**src/rtl/i2c_slave_core.sv**
```systemverilog
// Byte-level I2C target: oversampled SCL/SDA, START/STOP detect, 7-bit address
// match, ACK generation, received-byte delivery and host-supplied read data.
module i2c_slave_core #(
    parameter logic [6:0] SLAVE_ADDR = 7'h50
) (
    input  logic       CLOCK_i,
    input  logic       RESET_i,
    input  logic       SCL_i,
    input  logic       SDA_i,
    output logic       SDA_OE_o,
    input  logic [7:0] TX_DATA_i,
    output logic       TX_LOAD_o,
    output logic [7:0] RX_DATA_o,
    output logic       RX_VALID_o,
    output logic       DIR_o,
    output logic       BUSY_o
);

    typedef enum logic [2:0] {
        IDLE,
        ADDR,
        ADDR_ACK,
        RX_BYTE,
        RX_ACK,
        TX_BYTE,
        TX_ACK,
        WAIT_STOP
    } state_t;

    state_t     state;
    state_t     state_next;

    logic [1:0] scl_sync;
    logic [1:0] sda_sync;
    logic       scl_hist;
    logic       sda_hist;
    logic       scl;
    logic       sda;
    logic       scl_rise;
    logic       scl_fall;
    logic       start_det;
    logic       stop_det;

    logic [3:0] bit_cnt;
    logic [3:0] bit_cnt_d;
    logic [7:0] rx_shift;
    logic [7:0] rx_shift_d;
    logic [7:0] tx_shift;
    logic [7:0] tx_shift_d;
    logic [7:0] rx_data;
    logic [7:0] rx_data_d;
    logic       sda_oe;
    logic       sda_oe_d;
    logic       rx_valid;
    logic       rx_valid_d;
    logic       dir;
    logic       dir_d;
    logic       busy;
    logic       busy_d;
    logic       tx_load;
    logic       addr_match;

    // Synchronizers idle high so reset release never looks like a bus condition
    always_ff @(posedge CLOCK_i or posedge RESET_i) begin
        if (RESET_i) begin
            scl_sync <= '1;
            sda_sync <= '1;
            scl_hist <= 1'b1;
            sda_hist <= 1'b1;
        end else begin
            scl_sync <= {scl_sync[0], SCL_i};
            sda_sync <= {sda_sync[0], SDA_i};
            scl_hist <= scl_sync[1];
            sda_hist <= sda_sync[1];
        end
    end

    assign scl        = scl_sync[1];
    assign sda        = sda_sync[1];
    assign scl_rise   = scl & ~scl_hist;
    assign scl_fall   = ~scl & scl_hist;
    assign start_det  = scl & scl_hist & sda_hist & ~sda;
    assign stop_det   = scl & scl_hist & ~sda_hist & sda;
    assign addr_match = (rx_shift[7:1] == SLAVE_ADDR);

    always_ff @(posedge CLOCK_i or posedge RESET_i) begin
        if (RESET_i) begin
            state    <= IDLE;
            bit_cnt  <= '0;
            rx_shift <= '0;
            tx_shift <= '0;
            rx_data  <= '0;
            sda_oe   <= 1'b0;
            rx_valid <= 1'b0;
            dir      <= 1'b0;
            busy     <= 1'b0;
        end else begin
            state    <= state_next;
            bit_cnt  <= bit_cnt_d;
            rx_shift <= rx_shift_d;
            tx_shift <= tx_shift_d;
            rx_data  <= rx_data_d;
            sda_oe   <= sda_oe_d;
            rx_valid <= rx_valid_d;
            dir      <= dir_d;
            busy     <= busy_d;
        end
    end

    always_comb begin
        state_next = state;
        if (start_det) begin
            state_next = ADDR;
        end else if (stop_det) begin
            state_next = IDLE;
        end else begin
            case (state)
                ADDR: begin
                    if (scl_fall && bit_cnt == 4'd8) begin
                        state_next = addr_match ? ADDR_ACK : WAIT_STOP;
                    end
                end
                ADDR_ACK: begin
                    if (scl_fall) begin
                        state_next = dir ? TX_BYTE : RX_BYTE;
                    end
                end
                RX_BYTE: begin
                    if (scl_fall && bit_cnt == 4'd8) begin
                        state_next = RX_ACK;
                    end
                end
                RX_ACK: begin
                    if (scl_fall) begin
                        state_next = RX_BYTE;
                    end
                end
                TX_BYTE: begin
                    if (scl_fall && bit_cnt == 4'd8) begin
                        state_next = TX_ACK;
                    end
                end
                TX_ACK: begin
                    if (scl_rise && sda) begin
                        state_next = WAIT_STOP;
                    end else if (scl_fall && bit_cnt == 4'd1) begin
                        state_next = TX_BYTE;
                    end
                end
                default: state_next = state;
            endcase
        end
    end

    // In TX_BYTE bit_cnt counts bits already put on the bus; in TX_ACK a 1 marks a master ACK
    always_comb begin
        bit_cnt_d  = bit_cnt;
        rx_shift_d = rx_shift;
        tx_shift_d = tx_shift;
        rx_data_d  = rx_data;
        sda_oe_d   = sda_oe;
        rx_valid_d = 1'b0;
        dir_d      = dir;
        busy_d     = busy;
        tx_load    = 1'b0;
        if (start_det) begin
            bit_cnt_d = '0;
            sda_oe_d  = 1'b0;
            busy_d    = 1'b1;
        end else if (stop_det) begin
            bit_cnt_d = '0;
            sda_oe_d  = 1'b0;
            busy_d    = 1'b0;
        end else begin
            case (state)
                ADDR, RX_BYTE: begin
                    if (scl_rise && bit_cnt < 4'd8) begin
                        rx_shift_d = {rx_shift[6:0], sda};
                        bit_cnt_d  = bit_cnt + 4'd1;
                    end else if (scl_fall && bit_cnt == 4'd8) begin
                        bit_cnt_d = '0;
                        if (state == ADDR) begin
                            if (addr_match) begin
                                sda_oe_d = 1'b1;
                                dir_d    = rx_shift[0];
                            end
                        end else begin
                            rx_data_d  = rx_shift;
                            rx_valid_d = 1'b1;
                            sda_oe_d   = 1'b1;
                        end
                    end
                end
                ADDR_ACK: begin
                    if (scl_fall) begin
                        sda_oe_d  = 1'b0;
                        bit_cnt_d = '0;
                        tx_load   = dir;
                    end
                end
                RX_ACK: begin
                    if (scl_fall) begin
                        sda_oe_d  = 1'b0;
                        bit_cnt_d = '0;
                    end
                end
                TX_BYTE: begin
                    if (scl_fall) begin
                        if (bit_cnt == 4'd8) begin
                            sda_oe_d  = 1'b0;
                            bit_cnt_d = '0;
                        end else begin
                            tx_shift_d = {tx_shift[6:0], 1'b0};
                            sda_oe_d   = ~tx_shift[6];
                            bit_cnt_d  = bit_cnt + 4'd1;
                        end
                    end
                end
                TX_ACK: begin
                    if (scl_rise && !sda) begin
                        bit_cnt_d = 4'd1;
                    end else if (scl_fall && bit_cnt == 4'd1) begin
                        tx_load = 1'b1;
                    end
                end
                default: ;
            endcase
            if (tx_load) begin
                tx_shift_d = TX_DATA_i;
                sda_oe_d   = ~TX_DATA_i[7];
                bit_cnt_d  = 4'd1;
            end
        end
    end

    assign SDA_OE_o   = sda_oe;
    assign TX_LOAD_o  = tx_load;
    assign RX_DATA_o  = rx_data;
    assign RX_VALID_o = rx_valid;
    assign DIR_o      = dir;
    assign BUSY_o     = busy;

endmodule

```
**config.mk**
```make
export PLATFORM = sky130hd
export DESIGN_NAME = i2c_slave_core
export DESIGN_NICKNAME = d
export VERILOG_FILES = /design/src/rtl/i2c_slave_core.sv
export SDC_FILE = /design/constraint.sdc
export NUM_CORES = 1
export LEC_CHECK = 0
export BUFFER_PORTS_ARGS = -buffer_cell sky130_fd_sc_hd__clkbuf_2
export CORE_MARGIN = 2
export CORE_UTILIZATION = 44
export CTS_CLUSTER_SIZE = 28
export DETAILED_ROUTE_END_ITERATION = 6
export REMOVE_ABC_BUFFERS = 1
export SLEW_MARGIN = 20
export SYNTH_ARGS = -nofsm -noshare
export SYNTH_HDL_FRONTEND = slang
export SYNTH_SLANG_ARGS = --single-unit
export TNS_END_PERCENT = 10
```
**constraint.sdc**
```tcl
create_clock -name CLOCK_i -period 2.25 [get_ports CLOCK_i]
set_clock_uncertainty 0.1 [all_clocks]
set_input_delay 0.3375 -clock CLOCK_i [delete_from_list [all_inputs] [get_ports CLOCK_i]]
set_output_delay 0.3375 -clock CLOCK_i [all_outputs]
set_load 0.03 [all_outputs]
```
==> results by group, run 1 <==
Power and ir drop
  – Power Total: 0.00231 W
  – Peak VDD IR: roughly 0.63 mV
  – Pwr Density: approximately 950 nW/um^2
  – Lkg Pwr: roughly 1.1 nW

Setup path
  – Crit end category: output pin
  – Worst Path Max Fanout: 4
  – Critical path class: register to output pin
  – Critical-path cell list: inv_1 -> ha_1 -> nor3b_2 -> mux2_2 -> nand3_1 -> inv_2 -> clkbuf_4
  – Critical Path Start Type: register
  – Kind of cell with the highest combined delay on the critical path: buffers and inverters
  – Critical-path top delay cell: dfrtp_1
  – Critical path arrival: 1.81 ns
  – Required time worst endpoint: 1.81 ns
  – Buffer and inverter count on the worst path: 3
  – CP max stage delay: between 0.4 and 0.5 ns

Timing
  – Hold Vio Cnt, Final: 0
  – Slew @ Worst Pin: 0.504 ns
  – Unrepaired setup endpoints after global routing: true
  – Achievable Freq: about 440 MHz
  – # setup viols final: 0
  – Headroom to the max-slew limit: between 60% and 70%
  – WHS: 0.0204 ns
  – Total negative setup slack: 0 ns
  – Final worst path period share: between 90% and 100%
  – Slew Limit Fails: 0
  – Post-layout min period: approximately 2.2 ns

GRT
  – Initial antenna violation count: 0
  – First-pass GRT wire length: about 7.3 mm
  – Vias in the first global route: between 1500 and 2000
  – Largest net degree at the start of global routing: 41
  – Grt ovf: 0
  – Overall routing resource usage: 18.0%

Synthesis
  – Mapped Area: approximately 2100 sq um
  – Synth Flop Type: dfrtp_1
  – Syn avg cell area: approximately 10 sq um
  – Largest cells by area after synthesis: dfrtp_1 41%, mux2_2 9.1%, dfstp_2 7.5%, nand2_1 4.1%, nor2_1 2.9%
  – Netlist cell types: 55
  – Top cell type's share of synthesized area: between 40 and 50%
  – Seq/Total Area, Yosys: around half
  – YS warnings: 0
  – Async set-reset flop share out of synthesis: 100%
  – Yosys reg bits: 40
  – Post-synthesis cell count: between 200 and 250
  – Post-synth EDFFs: 0
  – Synth area leader: dfrtp_1

Detailed routing
  – Avg Vias per Cell: approximately 5.5
  – Routed WL per cell: ~14 um
  – Iteration-0 DRC Markers: 196
  – ANT nets after route: 0
  – Vias: between 1500 and 2000
  – Drc violations: 0
  – DR pass1 iterations: 4
  – Final WL: between 4 and 5 mm

Final layout
  – Post-Layout Cell Count: between 200 and 300
  – Nets: roughly 250
  – Area Overhead vs Synth: 16.3%
  – Ant diodes: 0
  – Commonest non-fill, non-tap cells in the layout: 33 x dfrtp_1, 23 x nand2_1, 23 x clkbuf_2
  – Share of layout cells above drive strength 1: between 30% and 40%
  – Utilization after layout: a little over half
  – Most common cell after layout, fill and taps aside: dfrtp_1

Clock network
  – CTS Root Cell: clkbuf_8
  – H-tree Lvls: 2
  – Post-CTS setup buffer count: 0
  – CTS max path bufs: 2
  – Clock Sinks: 40
  – Cts bufs inserted: 5
  – Clk pin slew, worst setup/hold paths: 0.08 ns
  – CTS tree: done
  – Clock Latency Late Sink: approximately 0.29 ns

Die
  – Die width: roughly 73 um
  – Core area: 4660 sq um
  – Total die area: 5330 sq um
  – Ports: 25
  – Chip height: about 73 um
  – Row Count: 25
  – Starting Density: around 45%

Job
  – Max Cap Viol: 0

Place
  – Placed insts: between 200 and 300
  – I/O Buffers: 24
  – HPWL after detailed placement: a little over 3 mm
  – Placer congestion estimate: around 0.8

Status
  – Status: finished clean

Worst hold path
  – Worst hold path class: input pin to register
-- cell type report --
| class | count | area [sq um] |
|---|---|---|
| Inverter | 10 | 37.5 |
| Tap cell | 54 | 67.6 |
| Clock buffer | 6 | 72.6 |
| Timing Repair Buffer | 38 | 228 |
| Clock inverter | 2 | 12.5 |
| Sequential cell | 40 | 1010 |
| Multi-Input combinational cell | 142 | 1010 |
| Fill cell | 433 | 2220 |
-- flip-flops by register name, summed over array words and instances, names as in the netlist --
name and count:
RX_DATA_o 8, DIR_o 1, SDA_OE_o 1, BUSY_o 1, rx_shift 8, sda_hist 1, tx_shift 7, bit_cnt 4
RX_VALID_o 1, scl_hist 1, sda_sync 2, scl_sync 2, state 3
-- per-layer routing --
metal	global-route usage, %	vias to the layer above	share of wire, %
li1	-	801	-
met4	8.02	0	1.9
met2	25.3	31	45
met5	0	-	0
met1	26.4	774	49
met3	4.14	5	4.4
-- where the power goes --
group	leakage, nW	switching [W]	internal (W)	total [W]
logic	0.611	0.000394	0.000381	0.000775
registers	0.488	0.000189	0.000887	0.00108
clock network	0.0412	0.000248	0.000217	0.000465
total	1.14	0.000830	0.00148	0.00231
-- synthesized netlist by cell type, types with 2 or more instances --
cell type and instances:
a211oi_1 2, a21o_1 2, a21oi_1 3, a31oi_1 8
and2_1 3, and3b_1 2, buf_2 8, dfrtp_1 34
dfstp_2 6, ha_1 3, inv_1 9, mux2_2 17
nand2_1 23, nand2b_1 3, nand3_1 9, nor2_1 16
nor2b_1 4, nor4_1 2, nor4b_1 2, o211a_1 2
o21ai_0 6, o22ai_1 3, o31ai_1 2
-- per-stage QoR --
stage | setup WS [ns] | instance area [sq um]
final | 0.00229 | 2440
after global routing | -0.111 | 2440
after CTS | 0.00272 | 2430
after detailed placement | 0.117 | 2340
after global placement | 0.163 | 2340
after floorplan | 0.0509 | 2050
-- what timing repair did --
action,4_1_cts,5_1_grt
gates resized for setup,0,4
hold buffers,0,0
endpoints found under the setup margin,0,9
-- path summary, 6_finish.rpt --
| kind | start | to | slack, ns | cells past startpoint |
|---|---|---|---|---|
| worst max-delay path | bit_cnt[1] | TX_LOAD_o | 0.002 | 7 |
| worst min register to register | scl_sync[0] | scl_sync[1] | 0.26 | 0 |
| worst min-delay path | SCL_i | scl_sync[0] | 0.02 | 1 |
| min in group asynchronous | RESET_i | SDA_OE_o | 0.04 | 3 |
| worst max register to register | bit_cnt[0] | state[0] | 0.12 | 8 |
| max in group asynchronous | RESET_i | scl_sync[0] | 1.65 | 3 |
-- kinds of logic (layout without fill, tap and decap cells) --
family / after synthesis / after routing / synth area share, %
mux: 17 / 17 / 9.13
fa+ha+maj: 3 / 3 / 1.79
flops: 40 / 40 / 48.1
simple gates: 73 / 73 / 18.5
compound gates: 47 / 47 / 17.7
xor+xnor: 2 / 2 / 0.836
buf+inv: 19 / 56 / 3.88
Power figures use the tool's default switching activity.
==> run 2, diff against run 1 <==
Settings changed: GPL_TIMING_DRIVEN set to 0.
==> results by group, run 2 (synthesized netlist as in run 1, its figures left out) <==
Power and ir drop
  – Comb power frac: 30.5%
  – Pwr Density: 935 nW/um^2
  – Sw power: roughly 0.00084 W
  – Lkg Pwr: ~1.1 nW
  – Sw Share: between 30% and 40%
  – Int Power: approximately 0.0015 W
  – Sequential fraction of design power: between 40% and 50%
  – Clock power share: about 20%
  – Peak VDD IR: 0.567 mV

Setup path
  – Critical-path top delay cell: dfrtp_2
  – Required time worst endpoint: about 2.3 ns
  – Worst Path Max Fanout: 7
  – Critical path class: register to register
  – Buffer and inverter count on the worst path: 1
  – Critical Path Start Type: register
  – Critical path arrival: roughly 2.3 ns
  – Kind of cell with the highest combined delay on the critical path: compound AO/OA/AOI/OAI gates
  – Crit end category: register
  – CP max stage delay: between 0.4 and 0.5 ns
  – Critical-path cell list: inv_1 -> ha_2 -> nand3b_4 -> a2111oi_4 -> a31oi_4 -> nand3b_1 -> a221o_1 -> o21a_1

Timing
  – Headroom to the max-slew limit: 55.7%
  – Final worst path period share: 97.4%
  – Unrepaired setup endpoints after global routing: true
  – WHS: 0.0197 ns
  – Final WS setup: 0.0575 ns
  – Slew Limit Fails: 0
  – Achievable Freq: between 400 and 500 MHz
  – # setup viols final: 0
  – Post-layout min period: about 2.2 ns
  – Slew @ Worst Pin: roughly 0.66 ns
  – Hold Vio Cnt, Final: 0

GRT
  – Overall routing resource usage: between 15 and 20%
  – Initial antenna violation count: 0
  – Vias in the first global route: roughly 1500
  – First-pass GRT wire length: around 7.1 mm
  – Grt ovf: 0
  – Largest net degree at the start of global routing: 31

Detailed routing
  – Final WL: 4.25 mm
  – DR pass1 iterations: 4
  – Avg Vias per Cell: 5.59
  – Routed WL per cell: roughly 15 um
  – ANT nets after route: 0
  – Drc violations: 0
  – Iteration-0 DRC Markers: 96
  – Vias: about 1600

Place
  – Placer congestion estimate: approximately 0.8
  – Placed insts: around 270
  – Worst slack, placed: -0.326 ns
  – I/O Buffers: 24
  – HPWL after detailed placement: 2.90 mm

Final layout
  – Commonest non-fill, non-tap cells in the layout: 30 x dfrtp_1, 23 x nand2_1, 23 x clkbuf_2
  – Share of layout cells above drive strength 1: 33.6%
  – Most common cell after layout, fill and taps aside: dfrtp_1
  – Filler cells: slightly above 400
  – Register Area: 1010 sq um
  – Nets: roughly 240
  – Post-Layout Cell Count: 283
  – Multi-input logic area: 1060 sq um
  – Ant diodes: 0
  – Area Overhead vs Synth: 16.8%

Clock network
  – Clock Latency Late Sink: 0.29 ns
  – H-tree Lvls: 2
  – Clk pin slew, worst setup/hold paths: roughly 0.080 ns
  – CTS max path bufs: 2
  – CTS tree: done
  – CTS Root Cell: clkbuf_8
  – Clock Sinks: 40
  – Cts bufs inserted: 5

Die
  – Total die area: between 5000 and 6000 sq um
  – Chip height: about 73 um
  – Core area: about 4700 sq um
  – Die width: 73.0 um
  – Starting Density: between 40% and 50%
  – Ports: 25
  – Row Count: 25

Status
  – Status: finished clean

Job
  – Max Cap Viol: 0

Worst hold path
  – Worst hold path class: input pin to register
-- run 2: timing repair --
| item | 4_1_cts | 5_1_grt |
|---|---|---|
| hold buffers | 1 | 0 |
| setup endpoints to repair | 11 | 21 |
| buffers inserted | 3 | 0 |
| gates resized for setup | 8 | 12 |
| hold endpoints to repair | 10 | 0 |
-- run 2: worst paths after layout --
kind / start / to / slack (ns) / depth (start not counted)
max in group asynchronous: RESET_i / sda_hist / 1.14 / 4
min in group asynchronous: RESET_i / tx_shift[1] / 0.41 / 3
max reg2reg: bit_cnt[0] / state[0] / 0.06 / 8
max: bit_cnt[0] / state[0] / 0.06 / 8
min reg2reg: scl_sync[0] / scl_sync[1] / 0.26 / 0
min: SDA_i / sda_sync[0] / 0.02 / 1
-- run 2: power by group through the flow --
stage / sequential, W / clock, W / combinational [W]
finish: 0.00113 / 0.000458 / 0.000699
global route: 0.00117 / 0.000508 / 0.000796
CTS: 0.00112 / 0.000478 / 0.000679
detailed placement: 0.00113 / 0 / 0.000659
global placement: 0.00113 / 0 / 0.000644
floorplan: 0.00108 / 0 / 0.000527
-- run 2: layout make-up --
class,instances,share of cell area [%]
multi-input cells,142,43.5
flip-flops and latches,40,41.4
repair buffers,29,7.15
clock buffers,6,2.96
well taps,54,2.76
inverters,10,1.74
clock inverters,2,0.511
-- run 2: metal layers --
metal / vias up / global-route usage (%) / wire, um
met4: 0 / 6.58 / 70
li1: 781 / - / -
met5: - / 0 / 0
met2: 26 / 25.8 / 1890
met3: 7 / 4.28 / 175
met1: 768 / 24.9 / 2120
-- run 2: stage by stage --
stage	total power, W	TNS (ns)	cell area [sq um]	util, %
finish	0.00229	0	2450	52.5
global route	0.00248	-0.178	2450	52.5
CTS	0.00228	0	2410	51.7
detailed placement	0.00179	-3.12	2260	48.5
global placement	0.00178	-3.39	2240	48.1
floorplan	0.00161	0	2050	-
==> run 3, diff against run 2 <==
Settings changed: CORE_MARGIN 2 to unset, SKIP_CTS_REPAIR_TIMING set to 1.
==> results by group, run 3 (synthesized netlist as in run 1, its figures left out) <==
Detailed routing
  – Drc violations: 0
  – Iteration-0 DRC Markers: slightly above 100
  – DR pass1 iterations: 4
  – Vias: 1657
  – Final WL: about 4.3 mm
  – Avg Vias per Cell: about 5.9
  – Routed WL per cell: approximately 15 um
  – ANT nets after route: 0

Setup path
  – Required time worst endpoint: 1.81 ns
  – Critical-path top delay cell: dfrtp_1
  – R2R cell count: 8
  – Crit end category: output pin
  – Critical register-to-register path endpoint: bit_cnt[3]
  – CP max stage delay: just over 0.4 ns
  – RR Startpoint: bit_cnt[0]
  – Worst Path Max Fanout: 10
  – Critical Path Start Type: register
  – Critical-path cell list: inv_1 -> ha_1 -> nor3b_2 -> mux2_2 -> nand3_4 -> inv_8 -> clkbuf_4
  – Critical path arrival: 1.84 ns
  – Setup slack, reg-to-reg: around 0.030 ns
  – Critical path class: register to output pin

Die
  – Total die area: around 5000 sq um
  – Die width: between 70 and 80 um
  – Starting Density: around 47%
  – Ports: 25
  – Row Count: 24
  – Chip height: between 70 and 80 um
  – Core area: 4470 sq um

Final layout
  – Area Overhead vs Synth: 17.0%
  – Post-Layout Cell Count: between 200 and 300
  – Most common cell after layout, fill and taps aside: dfrtp_1
  – Commonest non-fill, non-tap cells in the layout: 31 x dfrtp_1, 23 x nand2_1, 23 x clkbuf_2
  – Utilization after layout: between 50 and 60%
  – Nets: around 240
  – Ant diodes: 0
  – Share of layout cells above drive strength 1: roughly a third

Timing
  – Slew Limit Fails: 0
  – Achievable Freq: around 440 MHz
  – # setup viols final: 1
  – Final worst path period share: 101%
  – Hold Vio Cnt, Final: 0
  – Post-layout min period: 2.28 ns
  – Final WS setup: -0.0279 ns
  – Headroom to the max-slew limit: 56.1%
  – Total negative setup slack: -0.0279 ns
  – Unrepaired setup endpoints after global routing: true
  – Slew @ Worst Pin: ~0.66 ns

Worst hold path
  – Hold endpoint: sda_sync[0]
  – HP Start: SDA_i
  – WHS Path Cells: 1
  – Worst hold path class: input pin to register

Power and ir drop
  – Int Power: between 0.0015 and 0.002 W
  – Peak VDD IR: about 0.55 mV
  – Sw power: between 0.0008 and 0.0009 W
  – Clock power share: 24.8%
  – Comb power frac: 28.2%
  – Lkg Pwr: ~1.1 nW
  – Sequential fraction of design power: between 40% and 50%
  – Sw Share: 35.1%
  – Pwr Density: 978 nW/um^2

Job
  – Max Cap Viol: 0

GRT
  – Grt ovf: 0
  – Largest net degree at the start of global routing: 32
  – Overall routing resource usage: roughly a fifth
  – First-pass GRT wire length: approximately 7.6 mm
  – Vias in the first global route: 1582
  – Initial antenna violation count: 0

Clock network
  – Clk pin slew, worst setup/hold paths: ~0.080 ns
  – CTS tree: done
  – Clock Latency Late Sink: 0.29 ns
  – H-tree Lvls: 2
  – CTS max path bufs: 2
  – Clock Sinks: 40
  – Cts bufs inserted: 5
  – CTS Root Cell: clkbuf_8

Status
  – Status: complete, but fails checks
  – Violated checks: setup timing

Place
  – HPWL after detailed placement: about 3.1 mm
  – I/O Buffers: 24
  – Placer congestion estimate: approximately 0.85
  – Placed insts: ~270
  – Worst slack, placed: -0.324 ns
-- run 3: layout make-up --
type                       instances  area, sq um
fill                             392         2020
multi-input combinational        142         1040
sequential                        40         1010
timing repair buffer              29          175
clock buffer                       5         68.8
tap                               52         65.1
clock inverter                     3         46.3
inverter                          10         45.0
-- run 3: routing by layer --
layer	track usage (%)	vias to the layer above	part of all wire [%]
met3	3.85	4	3.3
met1	27.5	834	46
met5	0	-	0
met2	29.4	29	50
met4	8.00	0	0.82
li1	-	790	-
-- run 3: critical path: cells and delay by family (launching register included) --
kind | cells | cell delay [ns]
mux | 1 | 0.22
fa+ha+maj | 1 | 0.14
buf+inv | 3 | 0.41
simple gates | 2 | 0.36
flops | 1 | 0.41
-- run 3: worst max-delay path by stage --
stage | start | to | slack [ns] | depth (start not counted)
2_1_floorplan | bit_cnt[0] | bit_cnt[2] | 0.05 | 7
3_3_place_gp | scl_hist | TX_LOAD_o | -0.30 | 4
3_5_place_dp | scl_hist | tx_shift[6] | -0.32 | 5
4_1_cts | scl_hist | TX_LOAD_o | -0.60 | 4
5_1_grt | bit_cnt[0] | bit_cnt[3] | -0.16 | 8
6_report | bit_cnt[1] | TX_LOAD_o | -0.03 | 7
-- run 3: power by group through the flow --
| stage | combinational, W | clock (W) | sequential, W |
|---|---|---|---|
| after floorplan | 0.000527 | 0 | 0.00108 |
| after CTS | 0.000665 | 0.000618 | 0.00112 |
| after global placement | 0.000636 | 0 | 0.00112 |
| after detailed placement | 0.000661 | 0 | 0.00113 |
| after global routing | 0.000760 | 0.000648 | 0.00116 |
| final | 0.000675 | 0.000595 | 0.00113 |
-- run 3: per-stage QoR --
step / hold slack, ns / cell area (sq um) / total power, W
after floorplan: 0.242 / 2050 / 0.00161
after global placement: 0.247 / 2240 / 0.00175
after detailed placement: 0.160 / 2260 / 0.00179
after CTS: -0.165 / 2370 / 0.00240
after global routing: 0.00891 / 2450 / 0.00257
final: 0.0205 / 2450 / 0.00240
